===== src/rtl/nibble_serial_adder_pkg.sv =====
// Shared constants for the nibble-serial adder: controller state encoding and
// the nibble width handled per clock by the datapath adder.
package nibble_serial_adder_pkg;

  localparam int NIB_W = 4;

  typedef enum logic [1:0] {
    IDLE = 2'd0,
    RUN  = 2'd1,
    DONE = 2'd2
  } state_e;

endpackage


===== src/rtl/FourBitFullAdder.sv =====
// Combinational 4-bit adder with carry-in/carry-out; the per-nibble datapath
// element driven by nibble_serial_adder.
module FourBitFullAdder (
  input  logic [3:0] A,
  input  logic [3:0] B,
  input  logic       Cin,
  output logic [3:0] Sum,
  output logic       Cout
);

  logic [4:0] c;

  assign c[0] = Cin;

  for (genvar i = 0; i < 4; i++) begin : g_bit
    assign Sum[i]   = A[i] ^ B[i] ^ c[i];
    assign c[i + 1] = (A[i] & B[i]) | (c[i] & (A[i] ^ B[i]));
  end

  assign Cout = c[4];

endmodule


===== src/rtl/nibble_serial_adder.sv =====
// Multi-word adder that processes one nibble per clock, LS nibble first,
// with a registered inter-nibble carry and valid/ready on both sides.
module nibble_serial_adder
  import nibble_serial_adder_pkg::*;
#(
  parameter int WIDTH = 16
) (
  input  logic             clk,
  input  logic             rst_n,
  input  logic             in_valid,
  output logic             in_ready,
  input  logic [WIDTH-1:0] a,
  input  logic [WIDTH-1:0] b,
  input  logic             cin,
  output logic             out_valid,
  input  logic             out_ready,
  output logic [WIDTH-1:0] sum,
  output logic             cout,
  output logic             ovf
);

  localparam int NIBBLES = WIDTH / NIB_W;
  localparam int CNT_W   = (NIBBLES > 1) ? $clog2(NIBBLES) : 1;

  if ((WIDTH < NIB_W) || ((WIDTH % NIB_W) != 0)) begin : g_bad_width
    $error("nibble_serial_adder: WIDTH must be a multiple of 4 and at least 4");
  end

  state_e           state_q, state_d;
  logic [WIDTH-1:0] a_sh_q, a_sh_d;
  logic [WIDTH-1:0] b_sh_q, b_sh_d;
  logic [WIDTH-1:0] res_q, res_d;
  logic [CNT_W-1:0] cnt_q, cnt_d;
  logic             carry_q, carry_d;
  logic             msb_a_q, msb_a_d;
  logic             msb_b_q, msb_b_d;

  logic             accept;
  logic             last_nib;
  logic [NIB_W-1:0] fa_sum;
  logic             fa_cout;

  assign accept   = in_valid && in_ready;
  assign last_nib = (cnt_q == CNT_W'(NIBBLES - 1));

  FourBitFullAdder u_fa (
    .A    (a_sh_q[NIB_W-1:0]),
    .B    (b_sh_q[NIB_W-1:0]),
    .Cin  (carry_q),
    .Sum  (fa_sum),
    .Cout (fa_cout)
  );

  always_ff @(posedge clk or negedge rst_n) begin
    if (!rst_n) begin
      state_q <= IDLE;
      a_sh_q  <= '0;
      b_sh_q  <= '0;
      res_q   <= '0;
      cnt_q   <= '0;
      carry_q <= 1'b0;
      msb_a_q <= 1'b0;
      msb_b_q <= 1'b0;
    end else begin
      state_q <= state_d;
      a_sh_q  <= a_sh_d;
      b_sh_q  <= b_sh_d;
      res_q   <= res_d;
      cnt_q   <= cnt_d;
      carry_q <= carry_d;
      msb_a_q <= msb_a_d;
      msb_b_q <= msb_b_d;
    end
  end

  always_comb begin
    state_d = state_q;
    case (state_q)
      IDLE:    if (accept) state_d = RUN;
      RUN:     if (last_nib) state_d = DONE;
      DONE:    if (out_ready) state_d = IDLE;
      default: state_d = IDLE;
    endcase
  end

  always_comb begin
    in_ready  = (state_q == IDLE);
    out_valid = (state_q == DONE);
  end

  // Result fills from the top so the LS nibble lands at [3:0] after NIBBLES shifts.
  always_comb begin
    a_sh_d  = a_sh_q;
    b_sh_d  = b_sh_q;
    res_d   = res_q;
    cnt_d   = cnt_q;
    carry_d = carry_q;
    msb_a_d = msb_a_q;
    msb_b_d = msb_b_q;
    if (accept) begin
      a_sh_d  = a;
      b_sh_d  = b;
      carry_d = cin;
      cnt_d   = '0;
      msb_a_d = a[WIDTH-1];
      msb_b_d = b[WIDTH-1];
    end else if (state_q == RUN) begin
      a_sh_d  = a_sh_q >> NIB_W;
      b_sh_d  = b_sh_q >> NIB_W;
      res_d   = (res_q >> NIB_W) | (WIDTH'(fa_sum) << (WIDTH - NIB_W));
      carry_d = fa_cout;
      cnt_d   = cnt_q + CNT_W'(1);
    end
  end

  assign sum  = res_q;
  assign cout = carry_q;
  assign ovf  = (msb_a_q == msb_b_q) && (res_q[WIDTH-1] != msb_a_q);

endmodule


===== config.mk =====
export PLATFORM = sky130hd
export DESIGN_NAME = nibble_serial_adder
export DESIGN_NICKNAME = d
export VERILOG_FILES = /design/src/rtl/nibble_serial_adder_pkg.sv /design/src/rtl/FourBitFullAdder.sv /design/src/rtl/nibble_serial_adder.sv
export SDC_FILE = /design/constraint.sdc
export NUM_CORES = 1
export LEC_CHECK = 0
export CAP_MARGIN = 25
export CORE_UTILIZATION = 25
export CTS_CLUSTER_SIZE = 16
export DETAILED_ROUTE_END_ITERATION = 16
export GPL_TIMING_DRIVEN = 0
export PLACE_DENSITY = 0.54
export SETUP_SLACK_MARGIN = 0.4
export SYNTH_ARGS = -nofsm -noshare
export SYNTH_HDL_FRONTEND = slang
export SYNTH_SLANG_ARGS = --single-unit

===== constraint.sdc =====
create_clock -name clk -period 4.2 [get_ports clk]
set_input_delay 0.63 -clock clk [delete_from_list [all_inputs] [get_ports clk]]
set_output_delay 0.63 -clock clk [all_outputs]
set_load 0.005 [all_outputs]

== Word-level counts from Yosys, hierarchy flattened ==
Cells that the tools add are included.

* Bits in writable memories: 0
* Input port bits: 37
* Bits in registers: 55
* Output and inout port bits: 20
* Memories kept: 0
* ROM bits: 0
* Logic and storage cells: 57
* Bits in latches: 0

* Shift operators: 0
* Bitwise gates (word level): 22
* Multipliers: 0
* Magnitude comparators: 0
* Divide/modulo/power cells: 0
* Add/subtract/negate cells: 1
* Reduce and logical (&&, ||, !) cells: 6
* Muxes and demuxes: 12
* Equality and inequality tests: 8

{| class="wikitable"
|+ Operators with widths
! operator !! number
|-
| $mux W16 || 4
|-
| $or A12 B16 Y16 || 1
|-
| $mux W2 || 5
|-
| $and A1 B1 Y1 || 8
|-
| $xor A1 B1 Y1 || 8
|-
| $pmux W2 S3 || 1
|-
| $eq A2 B2 Y1 const B || 2
|-
| $ne A2 B1 Y1 const B || 2
|-
| $or A1 B1 Y1 || 4
|-
| $reduce_and A3 Y1 || 1
|-
| $add A2 B1 Y2 const B || 1
|-
| $eq A2 B1 Y1 const B || 1
|-
| $logic_and A1 B1 Y1 || 2
|-
| $logic_not A2 Y1 || 1
|-
| $mux W1 || 2
|-
| $ne A2 B2 Y1 const B || 1
|-
| $reduce_and A2 Y1 || 1
|-
| $reduce_bool A2 Y1 || 1
|-
| $eq A1 B1 Y1 || 1
|-
| $ne A1 B1 Y1 || 1
|-
| $not A1 Y1 || 1
|}

== Longest topological paths before layout ==
Gate-level depths: netlist (run 1).

* Word-level depth: 11
* Gate-level depth with buffers: 8

== Hierarchy ==
From an unflattened synthesis (run 1), not the netlist that was laid out.

* Cell total of the unflattened synthesis: 231
* Area, all modules: 2,685.1 µm²

{| class="wikitable"
|+ Modules (own cells, without submodules)
! module !! times used !! cells each !! area an instance (µm²) !! seq. area each (µm²)
|-
| nibble_serial_adder || 1 || 217 || 2,567.5 || 1,376.3
|-
| FourBitFullAdder || 1 || 14 || 117.6 || 0.0
|}

== Worst setup path before layout (run 1) ==
OpenSTA, ideal clock, no wires.

* Kind: reg-to-reg
* Start point: reg carry_q, in the netlist cout
* End point: reg res_q[15], in the netlist sum[15]
* Path slack: 2.142 ns
* Library setup time: 0.079 ns
* Stages on the path, launching flop included: 9
* Data arrival time: 1.978 ns
* Buffers on the path: 0
* Clock period less this slack: 2.058 ns
* Cell sequence: dfrtp_1 fa_1 inv_1 fa_1 inv_1 fa_1 inv_1 fa_1 mux2i_1

* Word-level cells in the longest chain between the ends: 8

{| class="wikitable"
|+ RTL lines
! element !! RTL line !! text
|-
| from (decl) || nibble_serial_adder.sv:34 || <nowiki>logic carry_q, carry_d;</nowiki>
|-
| from (signal assigned) || nibble_serial_adder.sv:70 || <nowiki>carry_q <= carry_d;</nowiki>
|-
| $and A1 B1 Y1 || FourBitFullAdder.sv:17 || <nowiki>assign c[i + 1] = (A[i] & B[i]) | (c[i] & (A[i] ^ B[i]));</nowiki>
|-
| $or A1 B1 Y1 || FourBitFullAdder.sv:17 ||
|-
| $and A1 B1 Y1 || FourBitFullAdder.sv:17 ||
|-
| $or A1 B1 Y1 || FourBitFullAdder.sv:17 ||
|-
| $and A1 B1 Y1 || FourBitFullAdder.sv:17 ||
|-
| $or A1 B1 Y1 || FourBitFullAdder.sv:17 ||
|-
| $xor A1 B1 Y1 || FourBitFullAdder.sv:16 || <nowiki>assign Sum[i] = A[i] ^ B[i] ^ c[i];</nowiki>
|-
| $or A12 B16 Y16 || nibble_serial_adder.sv:110 || <nowiki>res_d = (res_q >> NIB_W) | (WIDTH'(fa_sum) << (WIDTH - NIB_W));</nowiki>
|-
| to (signal assigned) || nibble_serial_adder.sv:68 || <nowiki>res_q <= res_d;</nowiki>
|-
| to (decl) || nibble_serial_adder.sv:32 || <nowiki>logic [WIDTH-1:0] res_q, res_d;</nowiki>
|}

Every way passes these cells.
A chain may end at the register's enable or synchronous reset.

== Worst setup path after layout (run 1) ==
* Start point: reg state_q[1]
* End point: out in_ready

* Word-level cells in the longest chain between the ends: 1

{| class="wikitable"
|+ RTL lines
! element !! RTL line !! text
|-
| from (decl) || nibble_serial_adder.sv:29 || <nowiki>state_e state_q, state_d;</nowiki>
|-
| from (signal assigned) || nibble_serial_adder.sv:65 || <nowiki>state_q <= state_d;</nowiki>
|-
| $logic_not A2 Y1 || nibble_serial_adder.sv:87 || <nowiki>in_ready = (state_q == IDLE);</nowiki>
|-
| to (decl) || nibble_serial_adder.sv:11 || <nowiki>output logic in_ready,</nowiki>
|}

Every way passes these cells.

==> results.sh, run 1 <==
export IMPL_outcome="finished, final reports clean"
export IMPL_gr_total_overflow=0
export IMPL_yosys_area_share_simple_pct=15.0
export IMPL_grt_pass1_wl_um=10600
export IMPL_power_leakage_nw=1.49
export IMPL_end_kind="output pin"
export IMPL_maxCapViolations=0
export IMPL_gp_congestion=0.788
export IMPL_clk_pin_slew_ns=0.10
export IMPL_n_antenna_cell=0
export IMPL_drt_wl_total_um=6380
export IMPL_cts_sinks=55
export IMPL_placedCellCount=412
export IMPL_row_count=37
export IMPL_synth_cell_types=36
export IMPL_crit_type="flop to output pin"
export IMPL_vias_per_cell=4.55
export IMPL_crit_fanout=10
export IMPL_yosys_top_cells_area="dfrtp_1 (52%), mux2_2 (4.7%), nor4b_1 (4.6%)"
export IMPL_cp_required_ns=3.57
export IMPL_setup_viol=0
export IMPL_place_detailed_hpwl_um=4660
export IMPL_report_final_hold_viol_count=0
export IMPL_tns_ns=0
export IMPL_timing_final_max_slew_violations=0
export IMPL_clk_latency_ns=0.31
export IMPL_grt_max_degree=35
export IMPL_synth_largest_area_cell="dfrtp_1"
export IMPL_final_cell_mix="dfrtp_1 (55), clkdlybuf4s50_1 (55), inv_1 (31)"
export IMPL_drt_iter0_markers=122
export IMPL_r2r_end="sum[15]"
export IMPL_r2r_cells=8
export IMPL_yosys_warnings=0
export IMPL_critPathArrivalTime_ns=1.93
export IMPL_hp_class="input pin to asynchronous set/reset pin"
export IMPL_ys_ff_latch=55
export IMPL_port_buffers=56
export IMPL_final_nets=325
export IMPL_layout_drive_gt1_share_pct=15.8
export IMPL_r2r_slack_ns=1.95
export IMPL_tritoncts="yes"
export IMPL_cts_buffers=5
export IMPL_hold_buffers=0
export IMPL_slowest_stage="clkdlybuf4s50_1"
export IMPL_fp_coreArea_um2=10300
export IMPL_fmax_ghz=0.391
export IMPL_ir_drop_v=0.000230
export IMPL_rr_startpoint="cout"
export IMPL_drc=0
export IMPL_synth_top_cell_area_share_pct=52.0
export IMPL_fin_crit_ns=2.56
export IMPL_fin_skew_ns=0.00757
export IMPL_ant_nets=0
export IMPL_synthXorXnorAreaFrac_pct=0
export IMPL_final_cells=420
export IMPL_start_util_pct=25.7
export IMPL_netlist_instances=219
export IMPL_ctsRootBufferMaster="clkbuf_8"
export IMPL_vias=1910
export IMPL_io_pins=57
export IMPL_fp_dieW_um=105
export IMPL_worst_slew_pin_slew_ns=0.571
export IMPL_cts_resized=0
export IMPL_synthMuxAreaShare_pct=8.65
export IMPL_die_area_um2=11000
export IMPL_synth_top_family_by_area="simple AND/OR/NAND/NOR gates"
export IMPL_synth_compound_area_share_pct=12.7
export IMPL_die_h_um=105
export IMPL_p_per_area_nw_per_um2=729
export IMPL_rsz0062_at_grt="false"
export IMPL_syn_area_per_cell_um2=12.1
export IMPL_cts_setup_buffers=0
export IMPL_firstDrtPassIters=5
export IMPL_areaGrowthSynthToFinish_pct=31.3
export IMPL_h_tree_depth=2
export IMPL_period_share_pct=60.9
export IMPL_antenna_found_initial=0
export IMPL_startpoint_type="flop"
export IMPL_synthAdderAreaFrac_pct=3.50
export IMPL_crit_chain="buf_4, nor2_2, clkdlybuf4s50_1"
export IMPL_track_usage_pct=12.5
export IMPL_slew_headroom_pct=61.8
export IMPL_syn_cell_area_um2=2650
export IMPL_clockBufferDepth=2
export IMPL_synth_fp_nets=261
export IMPL_yosysSeqAreaShare_pct=52.0
export IMPL_cpPeakStageDelay_ns=0.59
export IMPL_avgRoutedWirePerCell_um=15.2
export IMPL_fill_cells=1067
export IMPL_grt_pass1_vias=1987
-- synth_stat cells (all sizes together) --
cell     count
a211o        1
a211oi      14
a21oi        1
a221o        1
a222oi       9
a22o         6
and2         2
buf         14
clkbuf       3
dfrtp       55
fa           4
ha           1
inv         31
mux2        16
mux2i        3
nand2        3
nand2b       2
nand4bb      1
nor2         2
nor2b       11
nor3b       15
nor4b       14
nor4bb       1
o21ba        1
o21bai       1
o221a        2
o22ai        1
o2bb2ai      1
o311ai       1
or4b         2
-- critical path: cells and delay by family, from the launching register on --
family	cells	cell delay, ns
buf+inv	2	0.79
flops	1	0.46
simple gates	1	0.37
-- per-stage QoR --
stage	utilization [%]	cell area [µm²]	setup WS [ns]	hold slack, ns	power [mW]
after CTS	33.8	3470	1.63	0.296	2.57
after detailed placement	33.0	3390	1.95	0.484	2.27
after global placement	32.9	3380	0.724	0.486	2.24
after floorplan	-	2650	2.14	0.334	1.77
final	33.8	3470	1.64	0.288	2.53
after global routing	33.8	3470	1.50	0.320	2.75
-- where the power goes --
| group | switching, mW | internal (mW) | total (mW) | leakage, nW |
|---|---|---|---|---|
| Clock | 0.171 | 0.118 | 0.289 | 0.0422 |
| Sequential | 0.161 | 0.796 | 0.956 | 0.660 |
| Combinational | 0.582 | 0.706 | 1.29 | 0.789 |
-- area by class of cell --
type                    instances  area, µm²  share of cell area (%)
well taps                     136        170                    4.90
clock inverters                 1       5.00                   0.144
inverters                      31        116                    3.35
multi-input cells             116       1050                    30.3
flip-flops and latches         55       1380                    39.6
clock buffers                   7       76.3                    2.20
plain buffers                  17        100                    2.88
repair buffers                 57        576                    16.6
-- worst max path at each step --
stage,startpoint,to,slack (ns)
4_1_cts,state_q[1],out_valid,1.63
3_5_place_dp,cout,sum[15],1.95
2_1_floorplan,cout,sum[15],2.14
3_3_place_gp,rst_n,a_sh_q[12],0.72
5_1_grt,state_q[1],out_valid,1.50
6_report,state_q[1],in_ready,1.64
-- registers in the layout (all words and copies together) (netlist names) --
register / flops
cout: 1
msb_a_q: 1
cnt_q: 2
sum: 16
msb_b_q: 1
b_sh_q: 16
state_q: 2
a_sh_q: 16
-- cell families (layout without fill, tap and decap cells) --
family,Yosys count,count (layout)
buf+inv,48,113
flops,55,55
simple gates,53,53
fa+ha+maj,5,5
mux,19,19
compound gates,39,39
-- metal layers --
| layer | routed length, µm | track usage [%] |
|---|---|---|
| met2 | 2990 | 19.9 |
| met5 | 0 | 0 |
| met4 | 82 | 3.62 |
| met1 | 3020 | 16.8 |
| met3 | 286 | 2.93 |
Power figures use the tool's default switching activity.
==> run 2: changes to the inputs <==
==> constraint.sdc (replaced) <==
create_clock -name clk -period 2.5 [get_ports clk]
set_input_delay 0.375 -clock clk [delete_from_list [all_inputs] [get_ports clk]]
set_output_delay 0.375 -clock clk [all_outputs]
set_load 0.005 [all_outputs]
==> results.sh, run 2 (same netlist as run 1, synthesis figures left out) <==
export IMPL_antenna_found_initial=0
export IMPL_clk_pin_slew_ns=0.10
export IMPL_startpoint_type="flop"
export IMPL_final_cell_mix="dfrtp_1 (54), clkdlybuf4s50_1 (54), inv_1 (29)"
export IMPL_start_util_pct=25.7
export IMPL_ant_nets=0
export IMPL_crit_chain="fa_2, inv_2, fa_1, inv_1, fa_2, inv_2, fa_1, mux2i_1"
export IMPL_vias_per_cell=4.58
export IMPL_fmax_ghz=0.472
export IMPL_grt_max_degree=35
export IMPL_areaGrowthSynthToFinish_pct=33.8
export IMPL_hold_buffers=0
export IMPL_slew_headroom_pct=63.2
export IMPL_report_final_hold_viol_count=0
export IMPL_cp_required_ns=2.74
export IMPL_postPlaceCellArea_um2=3390
export IMPL_final_nets=329
export IMPL_busiest_layer="met2"
export IMPL_gr_total_overflow=0
export IMPL_grt_pass1_wl_um=10700
export IMPL_end_kind="flop"
export IMPL_power_leakage_nw=1.53
export IMPL_avgRoutedWirePerCell_um=15.1
export IMPL_io_pins=57
export IMPL_row_count=37
export IMPL_gp_congestion=0.788
export IMPL_design_area_um2=3540
export IMPL_slowest_stage="fa_1"
export IMPL_h_tree_depth=2
export IMPL_ctsRootBufferMaster="clkbuf_8"
export IMPL_use_met1_pct=17.0
export IMPL_maxCapViolations=0
export IMPL_die_h_um=105
export IMPL_cts_sinks=55
export IMPL_port_buffers=56
export IMPL_drt_wl_total_um=6420
export IMPL_drt_iter0_markers=147
export IMPL_cpPeakStageDelay_ns=0.44
export IMPL_tritoncts="yes"
export IMPL_clockBufferDepth=2
export IMPL_vias=1944
export IMPL_fill_cells=1063
export IMPL_fp_coreArea_um2=10300
export IMPL_tns_ns=0
export IMPL_met3_usage_pct=2.93
export IMPL_crit_fanout=2
export IMPL_drc=0
export IMPL_rsz0062_at_grt="true"
export IMPL_cts_buffers=5
export IMPL_hp_class="input pin to asynchronous set/reset pin"
export IMPL_crit_type="flop to flop"
export IMPL_ir_drop_v=0.000387
export IMPL_place_detailed_hpwl_um=4660
export IMPL_grt_pass1_vias=1991
export IMPL_fin_crit_ns=2.12
export IMPL_die_area_um2=11000
export IMPL_fin_skew_ns=0.00939
export IMPL_n_antenna_cell=0
export IMPL_firstDrtPassIters=5
export IMPL_layout_drive_gt1_share_pct=19.1
export IMPL_clk_latency_ns=0.31
export IMPL_critPathArrivalTime_ns=2.36
export IMPL_outcome="finished, final reports clean"
export IMPL_track_usage_pct=12.6
export IMPL_p_per_area_nw_per_um2=1240
export IMPL_worst_slew_pin_slew_ns=0.550
export IMPL_setup_viol=0
export IMPL_use_met2_pct=20.2
export IMPL_timing_final_max_slew_violations=0
export IMPL_period_share_pct=84.7
export IMPL_fp_dieW_um=105
-- run 2: repair_timing --
| item | in CTS | in global routing |
|---|---|---|
| endpoints found under the setup margin | 3 | 3 |
| setup buffers | 4 | 0 |
| resized for setup | 8 | 5 |
| pin swaps | 3 | 2 |
-- run 2: report_power, final --
part	leakage, nW	internal, mW	total [mW]	switching [mW]
Clock	0.0422	0.198	0.493	0.295
Combinational	0.828	1.26	2.28	1.02
Sequential	0.658	1.34	1.60	0.263
Total	1.53	2.80	4.37	1.57
-- run 2: cell type report --
cell class                 instances  area [µm²]  area share [%]
buffer                            17         115            3.25
multi-input combinational        116        1070            30.3
sequential                        55        1380            38.9
inverter                          31         116            3.29
clock inverter                     1        5.00           0.141
tap                              136         170            4.81
timing repair buffer              61         608            17.2
clock buffer                       7        76.3            2.16
-- run 2: path summary, 6_finish.rpt --
check                      startpoint    endpoint  slack [ns]  cells after the start
setup / recovery            b_sh_q[0]     sum[15]        0.38                      8
hold / removal                  rst_n   b_sh_q[9]        0.03                      1
setup reg to reg            b_sh_q[0]     sum[15]        0.38                      8
hold reg to reg              cnt_q[0]    cnt_q[0]        0.51                      1
max in group asynchronous       rst_n  state_q[1]        1.90                      2
min in group clk             cnt_q[0]    cnt_q[0]        0.51                      1
-- run 2: layer usage --
layer | wire, µm | vias up
met5 | 0 | -
met4 | 82 | 0
met3 | 299 | 6
met2 | 3030 | 61
met1 | 3000 | 951
li1 | - | 926
-- run 2: critical path, delay by kind of cell (launching register included) --
kind,cells,cell delay (ns)
DFF,1,0.42
muxes,1,0.15
adders and majority gates,4,1.32
buffers and inverters,3,0.17
-- run 2: through the flow --
| stage | std cells | utilization [%] | power (mW) | setup slack [ns] | hold slack [ns] |
|---|---|---|---|---|---|
| final | 424 | 34.4 | 4.37 | 0.384 | 0.0281 |
| after CTS | 424 | 34.3 | 4.40 | 0.351 | 0.0411 |
| after floorplan | 219 | - | 2.98 | 0.442 | 0.0794 |
| after detailed placement | 412 | 33.0 | 3.82 | 0.246 | 0.383 |
| after global routing | 424 | 34.4 | 4.73 | 0.280 | 0.0656 |
| after global placement | 411 | 32.9 | 3.76 | -0.721 | 0.486 |
